==> src/rtl/fb_arbiter_if.sv <==
// -----------------------------------------------------------------------------
// fb_arbiter_if
// Bundles the frame-buffer arbiter's requester, read-return and RAM-side
// signals so that the arbiter and its environment connect through one port.
//
// Port summary (signal groups):
//   display fetch : disp_req, disp_addr, disp_urgent -> disp_gnt, disp_rvalid
//   Sobel engine  : sob_req, sob_addr, sob_we, sob_wdata -> sob_gnt, sob_rvalid
//   read return   : rdata (pass-through of ram_rdata)
//   RAM side      : ram_en, ram_we, ram_addr, ram_wdata -> ram_rdata
//
// Modports:
//   slave  : the arbiter's view.
//   master : the environment's view (requesters plus the RAM).
// -----------------------------------------------------------------------------
interface fb_arbiter_if #(
    parameter int ADDR_W = 17,
    parameter int DATA_W = 8
);
    // Display fetch (read-only requester)
    logic              disp_req;
    logic [ADDR_W-1:0] disp_addr;
    logic              disp_urgent;
    logic              disp_gnt;
    logic              disp_rvalid;

    // Sobel engine (read/write requester)
    logic              sob_req;
    logic [ADDR_W-1:0] sob_addr;
    logic              sob_we;
    logic [DATA_W-1:0] sob_wdata;
    logic              sob_gnt;
    logic              sob_rvalid;

    // Shared read-data return
    logic [DATA_W-1:0] rdata;

    // Single-port frame-buffer RAM
    logic              ram_en;
    logic              ram_we;
    logic [ADDR_W-1:0] ram_addr;
    logic [DATA_W-1:0] ram_wdata;
    logic [DATA_W-1:0] ram_rdata;

    modport slave (
        input  disp_req, disp_addr, disp_urgent,
        output disp_gnt, disp_rvalid,
        input  sob_req, sob_addr, sob_we, sob_wdata,
        output sob_gnt, sob_rvalid,
        output rdata,
        output ram_en, ram_we, ram_addr, ram_wdata,
        input  ram_rdata
    );

    modport master (
        output disp_req, disp_addr, disp_urgent,
        input  disp_gnt, disp_rvalid,
        output sob_req, sob_addr, sob_we, sob_wdata,
        input  sob_gnt, sob_rvalid,
        input  rdata,
        input  ram_en, ram_we, ram_addr, ram_wdata,
        output ram_rdata
    );
endinterface

==> src/rtl/fb_arbiter.sv <==
// -----------------------------------------------------------------------------
// fb_arbiter
// Shares the single-port frame-buffer RAM between the VGA display fetch
// (read-only, priority) and the Sobel engine (read/write).
//
// The display normally wins. When the display has won STARVE_MAX times in a row
// while Sobel was waiting, Sobel gets the next slot. disp_urgent overrides that
// guard, so a nearly empty line FIFO is never starved by Sobel.
//
// Ports:
//   clk  : system clock
//   rst  : synchronous, active-high reset
//   bus  : fb_arbiter_if.slave
//          - grants are combinational from the requests and starve_cnt_r
//          - ram_* are registered one cycle after the grant
//          - disp_rvalid/sob_rvalid follow the grant by 1+RAM_LAT cycles
//          - rdata is ram_rdata passed straight through
// -----------------------------------------------------------------------------
module fb_arbiter #(
    parameter int ADDR_W     = 17,
    parameter int DATA_W     = 8,
    parameter int STARVE_MAX = 4,
    parameter int RAM_LAT    = 1
) (
    input  logic          clk,
    input  logic          rst,
    fb_arbiter_if.slave   bus
);

    // Stage k of the tag pipeline matches the RAM cycle that is k cycles past
    // the enable. The last stage therefore lines up with valid ram_rdata.
    localparam int         TAG_STAGES = RAM_LAT + 1;
    localparam logic [3:0] STARVE_LIM = 4'(STARVE_MAX);

    logic                        disp_gnt_s;
    logic                        sob_gnt_s;
    logic [3:0]                  starve_cnt_r;
    logic [3:0]                  starve_cnt_nxt_s;
    logic [TAG_STAGES-1:0][1:0]  tag_r;          // {disp, sob} per issued access
    logic [1:0]                  tag_in_s;
    logic                        ram_en_r;
    logic                        ram_we_r;
    logic [ADDR_W-1:0]           ram_addr_r;
    logic [DATA_W-1:0]           ram_wdata_r;

    // Grant decision: at most one grant per cycle, none while in reset.
    always_comb begin
        disp_gnt_s = 1'b0;
        sob_gnt_s  = 1'b0;
        if (rst) begin
            disp_gnt_s = 1'b0;
            sob_gnt_s  = 1'b0;
        end else if (bus.disp_req && bus.sob_req) begin
            if (bus.disp_urgent) begin
                disp_gnt_s = 1'b1;
            end else if (starve_cnt_r == STARVE_LIM) begin
                sob_gnt_s = 1'b1;
            end else begin
                disp_gnt_s = 1'b1;
            end
        end else if (bus.disp_req) begin
            disp_gnt_s = 1'b1;
        end else if (bus.sob_req) begin
            sob_gnt_s = 1'b1;
        end else begin
            disp_gnt_s = 1'b0;
            sob_gnt_s  = 1'b0;
        end
    end

    // Starvation counter next state. The count saturates at the limit, so it
    // holds there while urgent display wins keep Sobel waiting.
    always_comb begin
        starve_cnt_nxt_s = starve_cnt_r;
        if (!bus.sob_req || sob_gnt_s) begin
            starve_cnt_nxt_s = 4'd0;
        end else if (disp_gnt_s && (starve_cnt_r != STARVE_LIM)) begin
            starve_cnt_nxt_s = starve_cnt_r + 4'd1;
        end else begin
            starve_cnt_nxt_s = starve_cnt_r;
        end
    end

    // Tag for the access issued this cycle. Writes carry an empty tag, so no
    // rvalid ever follows a write.
    always_comb begin
        tag_in_s = 2'b00;
        if (disp_gnt_s) begin
            tag_in_s = 2'b10;
        end else if (sob_gnt_s && !bus.sob_we) begin
            tag_in_s = 2'b01;
        end else begin
            tag_in_s = 2'b00;
        end
    end

    // Registered RAM issue, starvation counter and read-tag pipeline.
    always_ff @(posedge clk) begin
        if (rst) begin
            starve_cnt_r <= 4'd0;
            ram_en_r     <= 1'b0;
            ram_we_r     <= 1'b0;
            ram_addr_r   <= '0;
            ram_wdata_r  <= '0;
            tag_r        <= '0;
        end else begin
            starve_cnt_r <= starve_cnt_nxt_s;
            if (disp_gnt_s) begin
                ram_en_r   <= 1'b1;
                ram_we_r   <= 1'b0;
                ram_addr_r <= bus.disp_addr;
            end else if (sob_gnt_s) begin
                ram_en_r    <= 1'b1;
                ram_we_r    <= bus.sob_we;
                ram_addr_r  <= bus.sob_addr;
                ram_wdata_r <= bus.sob_wdata;
            end else begin
                // Idle slot: address and write data hold their last values.
                ram_en_r <= 1'b0;
                ram_we_r <= 1'b0;
            end
            tag_r[0] <= tag_in_s;
            for (int i = 1; i < TAG_STAGES; i++) begin
                tag_r[i] <= tag_r[i-1];
            end
        end
    end

    assign bus.disp_gnt    = disp_gnt_s;
    assign bus.sob_gnt     = sob_gnt_s;
    assign bus.ram_en      = ram_en_r;
    assign bus.ram_we      = ram_we_r;
    assign bus.ram_addr    = ram_addr_r;
    assign bus.ram_wdata   = ram_wdata_r;
    assign bus.disp_rvalid = tag_r[TAG_STAGES-1][1];
    assign bus.sob_rvalid  = tag_r[TAG_STAGES-1][0];
    assign bus.rdata       = bus.ram_rdata;

endmodule

==> src/flat_wrapper.sv <==
// flat-port wrapper written by rule: the top's interface ports become plain ports
module fb_arbiter_flat 
#(
    parameter int ADDR_W     = 17,
    parameter int DATA_W     = 8,
    parameter int STARVE_MAX = 4,
    parameter int RAM_LAT    = 1
)
  (clk, rst, bus_disp_req, bus_disp_addr, bus_disp_urgent, bus_disp_gnt, bus_disp_rvalid, bus_sob_req, bus_sob_addr, bus_sob_we, bus_sob_wdata, bus_sob_gnt, bus_sob_rvalid, bus_rdata, bus_ram_en, bus_ram_we, bus_ram_addr, bus_ram_wdata, bus_ram_rdata);
  fb_arbiter_if #(.ADDR_W(ADDR_W), .DATA_W(DATA_W)) bus_i ();
  input  logic clk;
  input  logic rst;
  input wire logic [$bits(bus_i.disp_req)-1:0] bus_disp_req;
  input wire logic [$bits(bus_i.disp_addr)-1:0] bus_disp_addr;
  input wire logic [$bits(bus_i.disp_urgent)-1:0] bus_disp_urgent;
  output wire logic [$bits(bus_i.disp_gnt)-1:0] bus_disp_gnt;
  output wire logic [$bits(bus_i.disp_rvalid)-1:0] bus_disp_rvalid;
  input wire logic [$bits(bus_i.sob_req)-1:0] bus_sob_req;
  input wire logic [$bits(bus_i.sob_addr)-1:0] bus_sob_addr;
  input wire logic [$bits(bus_i.sob_we)-1:0] bus_sob_we;
  input wire logic [$bits(bus_i.sob_wdata)-1:0] bus_sob_wdata;
  output wire logic [$bits(bus_i.sob_gnt)-1:0] bus_sob_gnt;
  output wire logic [$bits(bus_i.sob_rvalid)-1:0] bus_sob_rvalid;
  output wire logic [$bits(bus_i.rdata)-1:0] bus_rdata;
  output wire logic [$bits(bus_i.ram_en)-1:0] bus_ram_en;
  output wire logic [$bits(bus_i.ram_we)-1:0] bus_ram_we;
  output wire logic [$bits(bus_i.ram_addr)-1:0] bus_ram_addr;
  output wire logic [$bits(bus_i.ram_wdata)-1:0] bus_ram_wdata;
  input wire logic [$bits(bus_i.ram_rdata)-1:0] bus_ram_rdata;
  assign bus_i.disp_req = bus_disp_req;
  assign bus_i.disp_addr = bus_disp_addr;
  assign bus_i.disp_urgent = bus_disp_urgent;
  assign bus_disp_gnt = bus_i.disp_gnt;
  assign bus_disp_rvalid = bus_i.disp_rvalid;
  assign bus_i.sob_req = bus_sob_req;
  assign bus_i.sob_addr = bus_sob_addr;
  assign bus_i.sob_we = bus_sob_we;
  assign bus_i.sob_wdata = bus_sob_wdata;
  assign bus_sob_gnt = bus_i.sob_gnt;
  assign bus_sob_rvalid = bus_i.sob_rvalid;
  assign bus_rdata = bus_i.rdata;
  assign bus_ram_en = bus_i.ram_en;
  assign bus_ram_we = bus_i.ram_we;
  assign bus_ram_addr = bus_i.ram_addr;
  assign bus_ram_wdata = bus_i.ram_wdata;
  assign bus_i.ram_rdata = bus_ram_rdata;
  fb_arbiter #(.ADDR_W(ADDR_W), .DATA_W(DATA_W), .STARVE_MAX(STARVE_MAX), .RAM_LAT(RAM_LAT)) u_core (.clk(clk), .rst(rst), .bus(bus_i));
endmodule
==> config.mk <==
export PLATFORM = sky130hd
export DESIGN_NAME = fb_arbiter_flat
export DESIGN_NICKNAME = d
export VERILOG_FILES = /design/src/rtl/fb_arbiter_if.sv /design/src/rtl/fb_arbiter.sv /design/src/flat_wrapper.sv
export SDC_FILE = /design/constraint.sdc
export NUM_CORES = 1
export LEC_CHECK = 0
export ABC_AREA = 0
export BUFFER_PORTS_ARGS = -buffer_cell sky130_fd_sc_hd__buf_2
export CORE_ASPECT_RATIO = 1.75
export CORE_UTILIZATION = 39
export DETAILED_ROUTE_END_ITERATION = 16
export PLACE_DENSITY = 0.71
export SYNTH_ARGS = -nofsm -noshare
export SYNTH_HDL_FRONTEND = slang
export SYNTH_SLANG_ARGS = --single-unit
==> constraint.sdc <==
create_clock -name clk -period 1.6 [get_ports clk]
set_clock_uncertainty 0.15 [all_clocks]
set_input_delay 0.16 -clock clk [delete_from_list [all_inputs] [get_ports clk]]
set_output_delay 0.16 -clock clk [all_outputs]
set_load 0.05 [all_outputs]
==> results of run 1 <==
## repair_timing
item                                   CTS  global route
hold buffers                            27             0
setup endpoints to repair                2            21
buffers inserted                         4             3
gates cloned                             0             1
endpoints found under the hold margin   30             0
pin swaps                                3             3
resized for setup                        6             7
## worst paths after layout
kind	startpoint	endpoint	cells past startpoint
worst max-delay path	u_core.starve_cnt_r[1]$_SDFFE_PP0P_	bus_disp_gnt	6
worst min-delay path	bus_disp_req	u_core.bus.ram_en$_SDFF_PP0_	3
worst max register to register	u_core.starve_cnt_r[1]$_SDFFE_PP0P_	u_core.tag_r[1]$_SDFF_PP0_	8
worst min register to register	u_core.tag_r[1]$_SDFF_PP0_	u_core.bus.disp_rvalid$_SDFF_PP0_	1
## Yosys cell counts, drive strengths merged
cell / count
mux2i: 25
dfxtp: 35
and3b: 1
xnor2: 1
or2: 1
a211oi: 1
nor2b: 2
nor2: 4
ha: 2
buf: 13
nand3: 1
clkbuf: 5
nand2: 52
nand2b: 1
or4: 1
nor3: 2
nand4: 1
nand4bb: 1
mux2: 17
and2: 2
inv: 4
nor3b: 1
nand3b: 1
a21oi: 3
o21a: 1
o21ai: 1
## flip-flops by register name, summed over array words and instances, names as in the netlist
signal / cells
u_core.bus.ram_addr: 17
u_core.starve_cnt_r: 4
u_core.bus.ram_wdata: 8
u_core.bus.sob_rvalid: 1
u_core.tag_r: 2
u_core.bus.disp_rvalid: 1
u_core.bus.ram_we: 1
u_core.bus.ram_en: 1
## area by class of cell
| type | count | area, sq um |
|---|---|---|
| Timing Repair Buffer | 121 | 863.3 |
| Fill cell | 359 | 1464 |
| Sequential cell | 35 | 703.2 |
| Multi-Input combinational cell | 122 | 887.1 |
| Clock inverter | 2 | 35.03 |
| Clock buffer | 6 | 82.58 |
| Inverter | 4 | 15.01 |
| Tap cell | 49 | 61.31 |
## stage by stage
step	instance area [sq um]	setup TNS, ns	cells	total power, W
after floorplan	1724	-0.02290	179	0.001362
after global placement	2135	0	296	0.001445
after detailed placement	2135	0	296	0.001450
after CTS	2572	-0.3115	335	0.002329
after global routing	2648	-2.509	339	0.002439
final	2648	-1.485	339	0.002325
## layer usage
metal,GRT usage [%],part of all wire (%),vias to the layer above
met5,0,0,-
met2,36.36,58,40
met3,3.436,3.5,7
li1,-,-,800
met4,9.582,1.9,0
met1,16.86,37,697
## kinds of logic (layout without fill, tap and decap cells)
| logic type | Yosys count | count (layout) |
|---|---|---|
| xor gates and xnor gates | 1 | 1 |
| DFF | 35 | 35 |
| buffers and inverters | 22 | 133 |
| adders and majority gates | 2 | 2 |
| muxes | 42 | 42 |
| AOI/OAI and AO/OA | 6 | 6 |
| and+or+nand+nor | 71 | 71 |
## power breakdown
group          total, W  switching (W)  internal [W]
Sequential     0.000945      0.0000220      0.000923
Combinational  0.000567       0.000321      0.000246
Clock          0.000813       0.000309      0.000504
## worst max-delay path, cell delays in order (launching register included)
cell and delay [ns]:
dfxtp_2 0.33, inv_2 0.07, ha_4 0.14, nand4bb_4 0.11, o21a_4 0.25, and2_4 0.14, buf_8 0.14
## placed cells by master (no fill, tap or decap), drive strengths merged, types with 2 or more instances in the layout
| cell type | n |
|---|---|
| mux2 | 17 |
| nand2 | 52 |
| dlygate4sd3 | 27 |
| nor2b | 2 |
| buf | 93 |
| ha | 2 |
| clkbuf | 7 |
| nor2 | 4 |
| mux2i | 25 |
| nor3 | 2 |
| and2 | 2 |
| inv | 4 |
| a21oi | 3 |
| dfxtp | 35 |
==> results.toml, run 1 <==
[outcome]
status = "finished with violations"
violations = "setup timing"

[cells_and_area]
fin_util_pct = 64.39
layout-drive-gt1-share_pct = 45.52
area_growth_pct = 57.91
layout.nets = 347
num_antenna_cells = 0

[detailed_routing]
ant_nets = 0
drc = 0
first_pass_iters = 6
num_vias = 1544
viasPerCell = 4.555
wl_per_cell_um = 11.90
routed_wl_um = 4035
drtIter0Drc = 27

[clock_network]
clk_pin_slew_ns = 0.07
cts.sinks = 35
clk_latency_ns = 0.28
cts_buffer_depth = 2
clockRootBuffer = "clkbuf_8"
h-tree-depth = 2
cts_buffers = 5
cts_tree = "done"

[place]
place_ws_ns = 0.02798
io_buffer_count = 78
routabilityCongestion = 0.7100
dp_hpwl_um = 2673

[critical_path]
path_class = "flop to primary output"
cp-end-kind = "primary output"
arrival_ns = 1.47
cp_max_fo = 4
cp-start-kind = "flop"
critPathRequiredTime_ns = 1.29
r2r_slack_ns = -0.08

[global_route]
antenna_found_initial = 0
grt_util_all_layers_pct = 18.37
grt_pass1_wl_um = 6168
grt_overflow = 0
grt_max_degree = 30
grt_pass1_vias = 1470

[yosys]
synth_top_cell_by_area = "dfxtp_1"
yosys.area_share.simple_pct = 18.88
yosysWarnings = 0
ys_types = 30
synth_adder_area_share_pct = 1.493
syn_area_sq_mm = 0.001677
synth_top_area_share_pct = 41.79
synth_seq_area_share_pct = 41.79
synth_top_family_by_area = "multiplexers"
synth-seq-cells = 35
postSynthAreaPerCell_sq_um = 9.367
synth-compound-area-share_pct = 2.761
synth_xor_area_share_pct = 0.5224
postSynthNetCount = 237
syn_inst = 179
synth_mux_area_share_pct = 26.34
synthTopCellsByArea = "dfxtp_1 (42%), mux2i_1 (15%), nand2_1 (12%), mux2_2 (11%), buf_4 (3.6%)"

[hold_path]
hp-class = "input pin to flop"

[sta]
fin_crit_sh_pct = 111.2
setup_viol_count_final = 20
hold_viol = 0
rsz0062_at_grt = "yes"
fin_crit_ns = 1.779
drv_slew = 0
maxSlewHeadroom_pct = 82.31
whs_ns = 0.05426
worst_slew_pin_slew_ns = 0.2653
setup_slack_ns = -0.1791
fmax_mhz = 562.1

[floorplanning]
top_level_ports = 95
die_area_sq_mm = 0.004576
die_h_um = 88.74
die_w_um = 51.57
start_util_pct = 40.78
core.rowCount = 31
core_sq_mm = 0.004111

[power]
ir_drop_mv = 0.5340
p_leak_nw = 1.294
power_density_mw_per_mm2 = 878.1

[flow_run]
maxCapViolCount = 0
Note: power is estimated with default switching activity, not from simulation.
==> run 2, diff against run 1 <==
CORE_MARGIN = 5   (was unset)
REMOVE_ABC_BUFFERS = 1   (was unset)
SKIP_LAST_GASP = 1   (was unset)
==> run 2 against run 1 <==
The flow still finishes with violations (setup timing). Wire length grew 11%. Worst hold slack better by 0.0054 ns. Core utilization is 2.5 points lower. Die area is 26% higher. Maximum frequency increased by 0.69%. Register-to-register slack better by 0.13 ns. Setup slack better by 0.012 ns. Global-route usage decreased by 1.8 points. Total power is 9.5% lower. Sequential power barely moved.
==> results.toml, run 2 (same netlist as run 1, synthesis figures left out) <==
[sta]
drv_slew = 0
setup_viol_count_final = 2
maxSlewHeadroom_pct = 82.65
fin_crit_sh_pct = 110.4
fmax_mhz = 566.0
setup_slack_ns = -0.1668
setup_tns_ns = -0.3297
hold_viol = 0
rsz0062_at_grt = "yes"
worst_slew_pin_slew_ns = 0.2621
fin_crit_ns = 1.767

[clock_network]
cts.sinks = 35
cts_buffers = 5
cts_tree = "done"
clk_pin_slew_ns = 0.07
clockRootBuffer = "clkbuf_8"
clk_latency_ns = 0.28
h-tree-depth = 2
cts_buffer_depth = 2

[cells_and_area]
layout-drive-gt1-share_pct = 45.17
num_antenna_cells = 0
area_growth_pct = 53.28
layout.nets = 347
fin_util_pct = 61.92
fillCellCount = 352
largest_reg_flops = 17
final_common_cell = "buf_2"
layout_common_cells = "buf_2 (76), nand2_1 (52), dfxtp_1 (33)"
design_area_sq_mm = 0.002570

[outcome]
violations = "setup timing"
status = "finished with violations"

[power]
power_w = 0.002104
ir_drop_mv = 0.6482
power_density_mw_per_mm2 = 818.6
p_leak_nw = 1.257

[floorplanning]
top_level_ports = 95
die_w_um = 59.57
die_area_sq_mm = 0.005762
core.rowCount = 31
die_h_um = 96.74
start_util_pct = 40.40
core_sq_mm = 0.004150

[detailed_routing]
ant_nets = 0
wl_per_cell_um = 13.25
drc = 0
routed_wl_um = 4492
viasPerCell = 4.752
first_pass_iters = 4
num_vias = 1611
drtIter0Drc = 31

[place]
dp_hpwl_um = 3225
routabilityCongestion = 0.7836
dpl_cell_area_sq_mm = 0.002116
io_buffer_count = 78

[critical_path]
r2r-end = "u_core.bus.ram_wdata[4]$_SDFFE_PP0P_"
worstPathCellList = "inv_2, ha_4, nand4bb_4, o21a_4, and2_4, buf_12"
arrival_ns = 1.46
max_stage_delay_ns = 0.33
cp_max_fo = 4
cp-start-kind = "flop"
path_class = "flop to primary output"
cp-end-kind = "primary output"
r2r_slack_ns = 0.05
crit_family = "flip-flops"
worstReg2RegStart = "u_core.starve_cnt_r[0]$_SDFFE_PP0P_"
cp_slowest_cell = "dfxtp_2"
critPathRequiredTime_ns = 1.29
path_buf_inv = 2
rr_worst_depth = 7

[global_route]
grt_pass1_vias = 1726
grt_overflow = 0
grt_util_all_layers_pct = 16.53
antenna_found_initial = 0
grt_max_degree = 22
grt_pass1_wl_um = 7410

[flow_run]
maxCapViolCount = 0

[hold_path]
hold_path_end = "u_core.bus.ram_en$_SDFF_PP0_"
hp-start = "bus_disp_req"
holdPathStages = 3
hp-class = "input pin to flop"
-- run 2: layer usage --
| layer | vias up | part of all wire, % | wire [um] | track usage (%) |
|---|---|---|---|---|
| li1 | 803 | - | - | - |
| met1 | 737 | 34 | 1509 | 15.24 |
| met2 | 60 | 57 | 2577 | 30.83 |
| met3 | 11 | 6.2 | 278 | 4.660 |
| met4 | 0 | 2.8 | 126 | 8.191 |
| met5 | - | 0 | 0 | 0 |
-- run 2: stage by stage --
step / hold slack [ns] / setup slack, ns / instances
after floorplan: 0.08161 / -0.7243 / 161
after global placement: 0.1704 / -0.09433 / 301
after detailed placement: 0.1704 / -0.1172 / 301
after CTS: 0.05065 / -0.2015 / 338
after global routing: 0.08066 / -0.2221 / 339
final: 0.05969 / -0.1668 / 339
-- run 2: tightest hold or removal path: cells and delay by family --
| family | cells | cell delay, ns |
|---|---|---|
| buf+inv | 1 | 0.17 |
| simple gates | 2 | 0.13 |
-- run 2: cell type report --
cell class,instances,area (sq um),area share [%]
well taps,49,61.31,2.386
clock inverters,1,5.005,0.1947
inverters,4,15.01,0.5842
repair buffers,121,818.3,31.84
flip-flops and latches,35,703.2,27.36
clock buffers,7,76.32,2.970
multi-input cells,122,890.9,34.66
-- run 2: timing repair --
| item | in CTS | in global routing |
|---|---|---|
| gates resized for setup | 15 | 6 |
| pin swaps | 4 | 3 |
| hold buffers | 27 | 0 |
| buffers inserted | 3 | 1 |
| endpoints found under the hold margin | 30 | 0 |
| setup endpoints to repair | 9 | 12 |
-- run 2: power by group --
part | switching (W) | internal, W
logic | 0.000322 | 0.000234
registers | 0.0000236 | 0.000923
clock network | 0.000296 | 0.000305
total | 0.000642 | 0.00146
-- run 2: worst max-delay path by stage --
stage	end	slack, ns	from	cells past startpoint
after floorplan	bus_sob_gnt	-0.72	u_core.starve_cnt_r[0]$_SDFFE_PP0P_	5
after global placement	bus_sob_gnt	-0.09	u_core.starve_cnt_r[0]$_SDFFE_PP0P_	6
after detailed placement	bus_sob_gnt	-0.12	u_core.starve_cnt_r[0]$_SDFFE_PP0P_	6
after CTS	bus_sob_gnt	-0.20	u_core.starve_cnt_r[1]$_SDFFE_PP0P_	6
after global routing	bus_disp_gnt	-0.22	u_core.starve_cnt_r[1]$_SDFFE_PP0P_	6
final	bus_disp_gnt	-0.17	u_core.starve_cnt_r[0]$_SDFFE_PP0P_	6
